--- src/rtl/multicycle_control_fsm_if.sv ---
// Memory handshake bundle between the multicycle controller and the shared
// instruction/data memory port.
//   mem_req      : access request, held until an edge samples mem_ready=1
//   mem_we       : write qualifier for mem_req
//   mem_addr_sel : 0 = PC, 1 = ALU register
//   mem_ready    : memory completes the current access at this edge
// Modports: master = controller side, slave = memory side.
interface multicycle_control_fsm_if;
  logic mem_req;
  logic mem_we;
  logic mem_addr_sel;
  logic mem_ready;

  modport master (
    output mem_req,
    output mem_we,
    output mem_addr_sel,
    input  mem_ready
  );

  modport slave (
    input  mem_req,
    input  mem_we,
    input  mem_addr_sel,
    output mem_ready
  );
endinterface

--- src/rtl/multicycle_control_fsm.sv ---
// Moore control FSM for a multicycle RV32I datapath with a req/ready memory port.
// Sequences PC, CurrentPC, IR, data register and ALU register, and drives all
// enables and mux selects. Optional SYSTEM halt is built when the macro
// MULTICYCLE_ECALL_HALT_EN is defined; otherwise opcode 1110011 is illegal.
// Ports:
//   clock, reset       : rising-edge clock, asynchronous active-high reset
//   memBus             : memory handshake (master modport)
//   opcode             : IR[6:0]
//   branch_taken       : ALU compare result, valid in BRANCH
//   ir_we .. reg_we    : register write enables
//   reg_src, alu_a_sel, alu_b_sel, alu_op, pc_src : datapath selects
//   fault, halted      : sticky status, cleared only by reset
//   state              : current state code for debug
// Parameters: MEM_TIMEOUT wait cycles before bus fault (0 disables);
//             TIMER_W wait-counter width, 2**TIMER_W must exceed MEM_TIMEOUT.
module multicycle_control_fsm #(
  parameter int unsigned MEM_TIMEOUT = 15,
  parameter int unsigned TIMER_W     = 8
) (
  input  logic                            clock,
  input  logic                            reset,
  multicycle_control_fsm_if.master        memBus,
  input  logic [6:0]                      opcode,
  input  logic                            branch_taken,
  output logic                            ir_we,
  output logic                            cur_pc_we,
  output logic                            pc_we,
  output logic                            dr_we,
  output logic                            reg_we,
  output logic [1:0]                      reg_src,
  output logic [1:0]                      alu_a_sel,
  output logic [1:0]                      alu_b_sel,
  output logic [1:0]                      alu_op,
  output logic                            pc_src,
  output logic                            fault,
  output logic                            halted,
  output logic [3:0]                      state
);

  typedef enum logic [3:0] {
    StReset    = 4'd0,
    StFetch    = 4'd1,
    StDecode   = 4'd2,
    StExecR    = 4'd3,
    StExecI    = 4'd4,
    StAddr     = 4'd5,
    StMemRd    = 4'd6,
    StMemWr    = 4'd7,
    StWbMem    = 4'd8,
    StWbAlu    = 4'd9,
    StBranch   = 4'd10,
    StJal      = 4'd11,
    StJalrAddr = 4'd12,
    StJalrWb   = 4'd13,
    StFault    = 4'd14,
    StHalt     = 4'd15
  } state_e;

  // EXEC_I flavour, latched in DECODE so EXEC_I outputs depend on state only.
  typedef enum logic [1:0] {
    ExecFunct = 2'd0,
    ExecLui   = 2'd1,
    ExecAuipc = 2'd2
  } exec_kind_e;

  localparam logic [6:0] OpReg    = 7'b0110011;
  localparam logic [6:0] OpImm    = 7'b0010011;
  localparam logic [6:0] OpLoad   = 7'b0000011;
  localparam logic [6:0] OpStore  = 7'b0100011;
  localparam logic [6:0] OpBranch = 7'b1100011;
  localparam logic [6:0] OpJal    = 7'b1101111;
  localparam logic [6:0] OpJalr   = 7'b1100111;
  localparam logic [6:0] OpLui    = 7'b0110111;
  localparam logic [6:0] OpAuipc  = 7'b0010111;
`ifdef MULTICYCLE_ECALL_HALT_EN
  localparam logic [6:0] OpSystem = 7'b1110011;
`endif

  localparam logic [TIMER_W-1:0] TimeoutCnt = TIMER_W'(MEM_TIMEOUT);

  state_e             stateQ, stateD;
  exec_kind_e         execKindQ, execKindD;
  logic [TIMER_W-1:0] waitCntQ, waitCntD;
  logic               reqState;
  logic               timedOut;

  assign reqState = (stateQ == StFetch) || (stateQ == StMemRd) || (stateQ == StMemWr);
  assign timedOut = (MEM_TIMEOUT != 0) && (waitCntQ == TimeoutCnt);
  assign state    = stateQ;

  always_ff @(posedge clock or posedge reset) begin
    if (reset) begin
      stateQ    <= StReset;
      execKindQ <= ExecFunct;
      waitCntQ  <= '0;
    end else begin
      stateQ    <= stateD;
      execKindQ <= execKindD;
      waitCntQ  <= waitCntD;
    end
  end

  always_comb begin
    stateD    = stateQ;
    execKindD = execKindQ;
    case (stateQ)
      StReset:  stateD = StFetch;
      StFetch: begin
        // A ready on the timeout edge takes priority over the fault.
        if (memBus.mem_ready)  stateD = StDecode;
        else if (timedOut)     stateD = StFault;
      end
      StDecode: begin
        execKindD = ExecFunct;
        case (opcode)
          OpReg:            stateD = StExecR;
          OpImm:            stateD = StExecI;
          OpLoad, OpStore:  stateD = StAddr;
          OpBranch:         stateD = StBranch;
          OpJal:            stateD = StJal;
          OpJalr:           stateD = StJalrAddr;
          OpLui: begin
            stateD    = StExecI;
            execKindD = ExecLui;
          end
          OpAuipc: begin
            stateD    = StExecI;
            execKindD = ExecAuipc;
          end
`ifdef MULTICYCLE_ECALL_HALT_EN
          OpSystem:         stateD = StHalt;
`endif
          default:          stateD = StFault;
        endcase
      end
      StExecR, StExecI: stateD = StWbAlu;
      StAddr:   stateD = (opcode == OpStore) ? StMemWr : StMemRd;
      StMemRd: begin
        if (memBus.mem_ready)  stateD = StWbMem;
        else if (timedOut)     stateD = StFault;
      end
      StMemWr: begin
        if (memBus.mem_ready)  stateD = StFetch;
        else if (timedOut)     stateD = StFault;
      end
      StWbMem, StWbAlu, StBranch, StJal, StJalrWb: stateD = StFetch;
      StJalrAddr: stateD = StJalrWb;
      default:  stateD = stateQ;
    endcase

    // Clears on any state change (covers entry to every request state,
    // including back-to-back MEM_WR -> FETCH); saturates rather than wraps.
    waitCntD = waitCntQ;
    if (stateD != stateQ) begin
      waitCntD = '0;
    end else if (reqState && !memBus.mem_ready && (waitCntQ != '1)) begin
      waitCntD = waitCntQ + 1'b1;
    end
  end

  always_comb begin
    memBus.mem_req      = 1'b0;
    memBus.mem_we       = 1'b0;
    memBus.mem_addr_sel = 1'b0;
    ir_we               = 1'b0;
    cur_pc_we           = 1'b0;
    pc_we               = 1'b0;
    dr_we               = 1'b0;
    reg_we              = 1'b0;
    reg_src             = 2'd0;
    alu_a_sel           = 2'd0;
    alu_b_sel           = 2'd0;
    alu_op              = 2'd0;
    pc_src              = 1'b0;
    fault               = 1'b0;
    halted              = 1'b0;
    case (stateQ)
      StFetch: begin
        memBus.mem_req = 1'b1;
        alu_a_sel      = 2'd1;
        alu_b_sel      = 2'd1;
        // Enables qualified by ready so PC advances exactly once per fetch.
        ir_we          = memBus.mem_ready;
        cur_pc_we      = memBus.mem_ready;
        pc_we          = memBus.mem_ready;
      end
      StDecode: begin
        alu_a_sel = 2'd0;
        alu_b_sel = 2'd2;
      end
      StExecR: begin
        alu_a_sel = 2'd2;
        alu_b_sel = 2'd0;
        alu_op    = 2'd2;
      end
      StExecI: begin
        alu_b_sel = 2'd2;
        case (execKindQ)
          ExecLui:   alu_a_sel = 2'd3;
          ExecAuipc: alu_a_sel = 2'd0;
          default: begin
            alu_a_sel = 2'd2;
            alu_op    = 2'd2;
          end
        endcase
      end
      StAddr, StJalrAddr: begin
        alu_a_sel = 2'd2;
        alu_b_sel = 2'd2;
      end
      StMemRd: begin
        memBus.mem_req      = 1'b1;
        memBus.mem_addr_sel = 1'b1;
        dr_we               = memBus.mem_ready;
      end
      StMemWr: begin
        memBus.mem_req      = 1'b1;
        memBus.mem_we       = 1'b1;
        memBus.mem_addr_sel = 1'b1;
      end
      StWbMem: begin
        reg_we  = 1'b1;
        reg_src = 2'd2;
      end
      StWbAlu:  reg_we = 1'b1;
      StBranch: begin
        alu_a_sel = 2'd2;
        alu_b_sel = 2'd0;
        alu_op    = 2'd1;
        pc_src    = 1'b1;
        pc_we     = branch_taken;
      end
      StJal, StJalrWb: begin
        reg_we  = 1'b1;
        reg_src = 2'd1;
        pc_we   = 1'b1;
        pc_src  = 1'b1;
      end
      StFault:  fault = 1'b1;
`ifdef MULTICYCLE_ECALL_HALT_EN
      StHalt:   halted = 1'b1;
`endif
      default: ;
    endcase
  end

endmodule

--- src/flat_wrapper.sv ---
// flat-port wrapper written by rule: the top's interface ports become plain ports
module multicycle_control_fsm_flat 
#(
  parameter int unsigned MEM_TIMEOUT = 15,
  parameter int unsigned TIMER_W     = 8
)
  (clock, reset, opcode, branch_taken, ir_we, cur_pc_we, pc_we, dr_we, reg_we, reg_src, alu_a_sel, alu_b_sel, alu_op, pc_src, fault, halted, state, memBus_mem_req, memBus_mem_we, memBus_mem_addr_sel, memBus_mem_ready);
  multicycle_control_fsm_if memBus_i ();
  input  logic clock;
  input  logic reset;
  input  logic [6:0] opcode;
  input  logic branch_taken;
  output logic ir_we;
  output logic cur_pc_we;
  output logic pc_we;
  output logic dr_we;
  output logic reg_we;
  output logic [1:0] reg_src;
  output logic [1:0] alu_a_sel;
  output logic [1:0] alu_b_sel;
  output logic [1:0] alu_op;
  output logic pc_src;
  output logic fault;
  output logic halted;
  output logic [3:0] state;
  output wire logic [$bits(memBus_i.mem_req)-1:0] memBus_mem_req;
  output wire logic [$bits(memBus_i.mem_we)-1:0] memBus_mem_we;
  output wire logic [$bits(memBus_i.mem_addr_sel)-1:0] memBus_mem_addr_sel;
  input wire logic [$bits(memBus_i.mem_ready)-1:0] memBus_mem_ready;
  assign memBus_mem_req = memBus_i.mem_req;
  assign memBus_mem_we = memBus_i.mem_we;
  assign memBus_mem_addr_sel = memBus_i.mem_addr_sel;
  assign memBus_i.mem_ready = memBus_mem_ready;
  multicycle_control_fsm #(.MEM_TIMEOUT(MEM_TIMEOUT), .TIMER_W(TIMER_W)) u_core (.clock(clock), .reset(reset), .memBus(memBus_i), .opcode(opcode), .branch_taken(branch_taken), .ir_we(ir_we), .cur_pc_we(cur_pc_we), .pc_we(pc_we), .dr_we(dr_we), .reg_we(reg_we), .reg_src(reg_src), .alu_a_sel(alu_a_sel), .alu_b_sel(alu_b_sel), .alu_op(alu_op), .pc_src(pc_src), .fault(fault), .halted(halted), .state(state));
endmodule
--- config.mk ---
export PLATFORM = sky130hd
export DESIGN_NAME = multicycle_control_fsm_flat
export DESIGN_NICKNAME = d
export VERILOG_FILES = /design/src/rtl/multicycle_control_fsm_if.sv /design/src/rtl/multicycle_control_fsm.sv /design/src/flat_wrapper.sv
export SDC_FILE = /design/constraint.sdc
export NUM_CORES = 1
export LEC_CHECK = 0
export CAP_MARGIN = 15
export CORE_MARGIN = 4
export CORE_UTILIZATION = 35
export DETAILED_ROUTE_END_ITERATION = 16
export PLACE_DENSITY_LB_ADDON = 0.08
export SLEW_MARGIN = 0
export SYNTH_ARGS = -nofsm -noshare
export SYNTH_HDL_FRONTEND = slang
export SYNTH_SLANG_ARGS = --single-unit
--- constraint.sdc ---
create_clock -name clock -period 4.72 [get_ports clock]
set_input_delay 0.944 -clock clock [delete_from_list [all_inputs] [get_ports clock]]
set_output_delay 0.944 -clock clock [all_outputs]
set_load 0.02 [all_outputs]
==> flow_summary.ini, run 1 <==
[logic_synthesis]
async_flop_share_pct = 100
synth_top_area_share_pct = 25.9
netlist_instances = 175
yosys_register_bits = 14
ys_seq_area_share_pct = 25.9
synth.cell_area_um2 = 1360
synth-main-ff-cell = dfrtp_1
netlist-cell-type-count = 53
syn-num-nets = 189
avgSynthCellArea_um2 = 7.74
ys_warn_count = 0
synthTopCellsByArea = dfrtp_1 26%, nor2_1 7.2%, nand2_1 4.2%
synth-edff-count = 0
yosys.area.top_type = dfrtp_1

[cells_and_area]
multi_input_area_um2 = 897
n_antenna_cell = 0
seq_area_um2 = 350
final_cells = 246
num-fill-cells = 376
final_nets = 213
drive_gt1_share_pct = 6.06
final_area_um2 = 1710
areaGrowthSynthToFinish_pct = 26.1

[worst_setup_path]
cp_slowest_cell = clkdlybuf4s50_1
cp_cell_sequence = clkdlybuf4s50_1 > nor2b_1 > and3_1 > clkdlybuf4s50_1
worstPathRequired_ns = 3.78
startpoint_type = primary input
crit_family = buffers and inverters
cp_max_fo = 11
critical_path_buf_inv_count = 2
cp_slowest_stage_delay_ns = 0.69
critPathCaptureType = output port
critical_path_class = primary input to output port
crit_arrival_ns = 2.71
cp_common_cell = clkdlybuf4s50_1

[clocking]
cts_tree = yes
clk_latency_ns = 0.24
post_cts_resized = 0
cts_post_setup_buffers_inserted = 0
numCtsBuffers = 3
clk_pin_slew_ns = 0.05
cts-root-buf = clkbuf_8
htreeDepth = 1
ctsHoldBuffers = 0
numClockSinks = 14
clk_path_buf_depth = 2

[routing]
drt-pass1-iter-count = 5
drtIter0Drc = 138
vias = 1318
wl_mm = 3.38
routed_via_density = 5.36
drc = 0
wire_per_inst_um = 13.7
ant_nets = 0

[power]
sw_frac_of_total_pct = 47.7
power_density_nw_per_um2 = 576
p_comb_share_pct = 63.7
power_switching_uw = 469
cellLeakagePower_nw = 0.686
p_int_uw = 516
clockPowerShare_pct = 11.5
ir_drop_mv = 0.238
seq_power_share_pct = 24.8

[floorplan]
start_util_pct = 36.7
fp.dieW_um = 70.2
fp-row-count = 22
dieHeight_um = 70.2
dieArea_um2 = 4930
core_area_um2 = 3690
io_pins = 34

[worst_hold_path]
hold_path.class = register to register

[global_route]
globalRouteTotalUtil_pct = 14.5
grt_max_degree = 24
grt_antenna_before_repair = 0
gr-total-overflow = 0
grt_pass1_vias = 1267
grt_pass1_wl_mm = 5.91

[timing]
maxSlewViolCount = 0
finalCriticalPeriod_ns = 3.65
finalSetupViolCount = 0
post-route-period-util_pct = 77.4
grt_setup_unrepaired = no
hold_viol = 0
tightest_slew_ns = 0.719
fin_setup_tns_ns = 0
max_freq_ghz = 0.274
relSlewSlack_pct = 52.0
whs_ns = 0.543
skew_ns = 0.00218

[placed_design]
dp_hpwl_mm = 2.59
post_dp_cell_area_um2 = 1650
globalplace.congestion = 0.888
port-buffer-count = 32
dp_cells = 242

[run]
maxCapViolCount = 0

[run_status]
status = complete, no violations
-- through the flow --
stage / setup slack [ns] / power (mW) / utilization (%)
floorplan: 1.92 / 0.669 / -
global placement: 1.12 / 0.872 / 44.8
detailed placement: 1.10 / 0.879 / 44.8
CTS: 1.09 / 1.00 / 46.3
global route: 1.01 / 1.08 / 46.3
finish: 1.07 / 0.985 / 46.3
-- worst min-delay path, cell delays in order (launching register included) --
cell and delay, ns:
dfrtp_1 0.37, nand2_1 0.06, o31ai_1 0.07
-- power by group through the flow --
stage                     clock network (mW)  logic [mW]  registers, mW
after floorplan                            0       0.482          0.187
after global placement                     0       0.627          0.245
after detailed placement                   0       0.632          0.247
after CTS                              0.120       0.636          0.244
after global routing                   0.125       0.692          0.260
final                                  0.114       0.628          0.244
-- flip-flops by register name (all words and copies together) (netlist names) --
signal,cells
u_core.waitCntQ,8
u_core.state,4
u_core.execKindQ,2
-- layout by cell type, fill, tap and decap left out, types with 2 or more instances in the layout --
cell	instances
and3_1	6
xor2_1	6
xnor2_1	4
o21ai_0	6
a2bb2oi_1	2
nor2b_1	7
nand2_1	15
nor2_1	26
clkdlybuf4s50_1	32
nand4b_1	2
o31ai_1	2
o41ai_1	2
a211oi_1	2
and2_1	5
nand3_1	5
a21oi_1	3
o211ai_1	2
nor3_1	6
nand2b_1	6
o21ai_1	2
a211o_1	2
nor4_2	2
dfrtp_1	14
ha_1	3
clkbuf_8	4
or3_1	2
inv_1	7
-- area by class of cell --
type / count / share of cell area, %
Sequential cell: 14 / 20.5
Clock buffer: 4 / 3.22
Timing Repair Buffer: 32 / 18.7
Multi-Input combinational cell: 141 / 52.5
Inverter: 7 / 1.54
Tap cell: 48 / 3.51
-- cell families (layout without fill, tap and decap cells) --
kind of cell               count (synthesis)  in the layout  share of synthesized area [%]
other                                      1              1                          0.277
DFF                                       14             14                           25.9
xor gates and xnor gates                  10             10                           6.46
buffers and inverters                     20             43                           7.94
and+or+nand+nor                           93             93                           38.2
AOI/OAI and AO/OA                         33             33                           17.7
muxes                                      1              1                          0.739
adders and majority gates                  3              3                           2.77
-- synth_stat cells (2+ instances only) --
| cell type | instances |
|---|---|
| nor4_2 | 2 |
| a211oi_1 | 2 |
| a211o_1 | 2 |
| and3_1 | 6 |
| buf_2 | 3 |
| and2_1 | 5 |
| o21ai_0 | 6 |
| a2bb2oi_1 | 2 |
| o211ai_1 | 2 |
| nand2b_1 | 6 |
| o31ai_1 | 2 |
| xor2_1 | 6 |
| nand3_1 | 5 |
| nand4b_1 | 2 |
| clkbuf_1 | 2 |
| nand2_1 | 15 |
| or3_1 | 2 |
| buf_4 | 5 |
| a21oi_1 | 3 |
| xnor2_1 | 4 |
| nor2_1 | 26 |
| ha_1 | 3 |
| inv_1 | 7 |
| dfrtp_1 | 14 |
| o21ai_1 | 2 |
| nor2b_1 | 7 |
| clkbuf_2 | 2 |
| nor3_1 | 6 |
| o41ai_1 | 2 |
-- final timing paths --
path | to | startpoint | cells after the start | slack, ns
worst max-delay path | dr_we | memBus_mem_ready | 4 | 1.07
worst min-delay path | u_core.execKindQ[1]$_DFFE_PP0P_ | u_core.execKindQ[1]$_DFFE_PP0P_ | 2 | 0.54
worst max register to register | u_core.waitCntQ[6]$_DFFE_PP0P_ | u_core.state[2]$_DFF_PP0_ | 6 | 2.49
worst min register to register | u_core.execKindQ[1]$_DFFE_PP0P_ | u_core.execKindQ[1]$_DFFE_PP0P_ | 2 | 0.54
max in group asynchronous | u_core.state[2]$_DFF_PP0_ | reset | 2 | 3.33
min in group asynchronous | u_core.waitCntQ[7]$_DFFE_PP0P_ | reset | 2 | 1.04
-- metal layers --
| metal | wire length (um) | track usage, % | up-vias |
|---|---|---|---|
| met5 | 0 | 0 | - |
| met4 | 33 | 5.11 | 0 |
| met3 | 149 | 2.16 | 4 |
| met2 | 1650 | 23.2 | 31 |
| met1 | 1550 | 19.6 | 620 |
| li1 | - | - | 663 |
Power figures use the tool's default switching activity.
==> inputs of run 2 (changes only) <==
clock period = 3 ns   (was 4.72 ns; I/O delays follow)
==> flow_summary.ini, run 2 (synthesis results as in run 1) <==
[timing]
max_freq_ghz = 0.367
finalCriticalPeriod_ns = 2.72
finalSetupViolCount = 0
fin_setup_tns_ns = 0
relSlewSlack_pct = 61.9
grt_setup_unrepaired = no
skew_ns = 0.00468
post-route-period-util_pct = 90.7
tightest_slew_ns = 0.564
maxSlewViolCount = 0
hold_viol = 0
worst_slack_ns = 0.278

[cells_and_area]
areaGrowthSynthToFinish_pct = 29.7
final_cell_mix = 31 x clkdlybuf4s50_1, 26 x nor2_1, 15 x nand2_1, 13 x dfrtp_1
largest_reg_flops = 8
top_register = u_core.waitCntQ
final_nets = 219
n_antenna_cell = 0
drive_gt1_share_pct = 9.31
final_common_cell = clkdlybuf4s50_1

[worst_setup_path]
cp_cell_sequence = nor2_1 > or3_1 > a221oi_1 > clkdlybuf4s50_1
startpoint_type = register
crit_arrival_ns = 2.12
cp_max_fo = 11
critical_path_class = register to output port
cp_slowest_stage_delay_ns = 0.64
worstPathRequired_ns = 2.40
startpoint = u_core.state[0]$_DFF_PP0_
critPathCaptureType = output port
cp_slowest_cell = clkdlybuf4s50_1
rr_startpoint = u_core.state[2]$_DFF_PP0_

[global_route]
gr-total-overflow = 0
grt_pass1_vias = 1240
globalRouteTotalUtil_pct = 14.4
grt_pass1_wl_mm = 5.89
grt_max_degree = 15
grt_antenna_before_repair = 0

[placed_design]
pre_cts_ws_ns = 0.0609
globalplace.congestion = 0.864
port-buffer-count = 32
dp_hpwl_mm = 2.68

[routing]
drt-pass1-iter-count = 4
drtIter0Drc = 137
wire_per_inst_um = 13.4
drc = 0
routed_via_density = 5.25
ant_nets = 0
vias = 1324
wl_mm = 3.39

[floorplan]
fp-row-count = 22
io_pins = 34
fp.dieW_um = 70.2
dieArea_um2 = 4930
start_util_pct = 36.7
dieHeight_um = 70.2
core_area_um2 = 3690

[worst_hold_path]
hold_start = u_core.execKindQ[1]$_DFFE_PP0P_
hold_path.class = register to register

[run_status]
status = complete, no violations

[clocking]
numClockSinks = 14
clk_path_buf_depth = 2
ctsHoldBuffers = 0
numCtsBuffers = 3
cts_post_setup_buffers_inserted = 0
cts_tree = yes
htreeDepth = 1
cts-root-buf = clkbuf_8
clk_pin_slew_ns = 0.05
clk_latency_ns = 0.25

[power]
ir_drop_mv = 0.388
cellLeakagePower_nw = 0.725
power_density_nw_per_um2 = 914

[run]
maxCapViolCount = 0
## run 2: cell count changes in the layout (fill, tap and decap cells not counted), sizes merged
cell and change:
dlymetal6s2s +1, buf +6, clkdlybuf4s50 -1
## run 2: per-stage QoR
stage                     hold WS [ns]  std cells  area [um2]  utilization, %  power [mW]
after floorplan                  0.475        175        1360               -        1.05
after global placement           0.518        248        1700            46.1        1.43
after detailed placement         0.530        248        1700            46.1        1.43
after CTS                        0.540        252        1750            47.6        1.62
after global routing             0.579        252        1760            47.7        1.75
final                            0.536        252        1760            47.7        1.61
## run 2: timing repair
action,4_1_cts,5_1_grt
gates resized for setup,0,2
setup endpoints to repair,0,2
endpoints found under the hold margin,0,0
## run 2: where the power goes
part	switching, mW	internal [mW]	total (mW)
registers	0.0806	0.233	0.313
logic	0.603	0.508	1.11
clock network	0.0664	0.116	0.183
## run 2: worst max-delay path: cells and delay by family (launching register included)
kind | cells | cell delay (ns)
AOI/OAI and AO/OA | 1 | 0.26
and+or+nand+nor | 2 | 0.42
DFF | 1 | 0.55
buffers and inverters | 1 | 0.64
## run 2: layout make-up
cell class	instances	area, um2
clock buffer	4	55.1
fill	371	1930
inverter	7	26.3
multi-input combinational	141	897
sequential	14	352
tap	48	60.1
timing repair buffer	38	368
## run 2: worst paths after layout
check / slack (ns) / endpoint / depth (start not counted)
setup / recovery: 0.28 / alu_a_sel[1] / 4
max in group asynchronous: 1.94 / u_core.state[1]$_DFF_PP0_ / 2
setup reg to reg: 0.78 / u_core.waitCntQ[6]$_DFFE_PP0P_ / 7
min in group asynchronous: 0.68 / u_core.state[3]$_DFF_PP0_ / 2
hold / removal: 0.54 / u_core.execKindQ[1]$_DFFE_PP0P_ / 2
hold reg to reg: 0.54 / u_core.execKindQ[1]$_DFFE_PP0P_ / 2
## run 2: routing by layer
layer | up-vias | GRT usage, % | routed length, um
li1 | 676 | - | -
met1 | 605 | 18.9 | 1580
met2 | 36 | 23.4 | 1610
met3 | 7 | 2.59 | 134
met4 | 0 | 5.11 | 55
met5 | - | 0 | 0
==> inputs of run 3 (changes only) <==
SLEW_MARGIN = unset   (was 0)
==> results of run 3 <==
Final layout, timing and power as in run 2 (identical DEF).
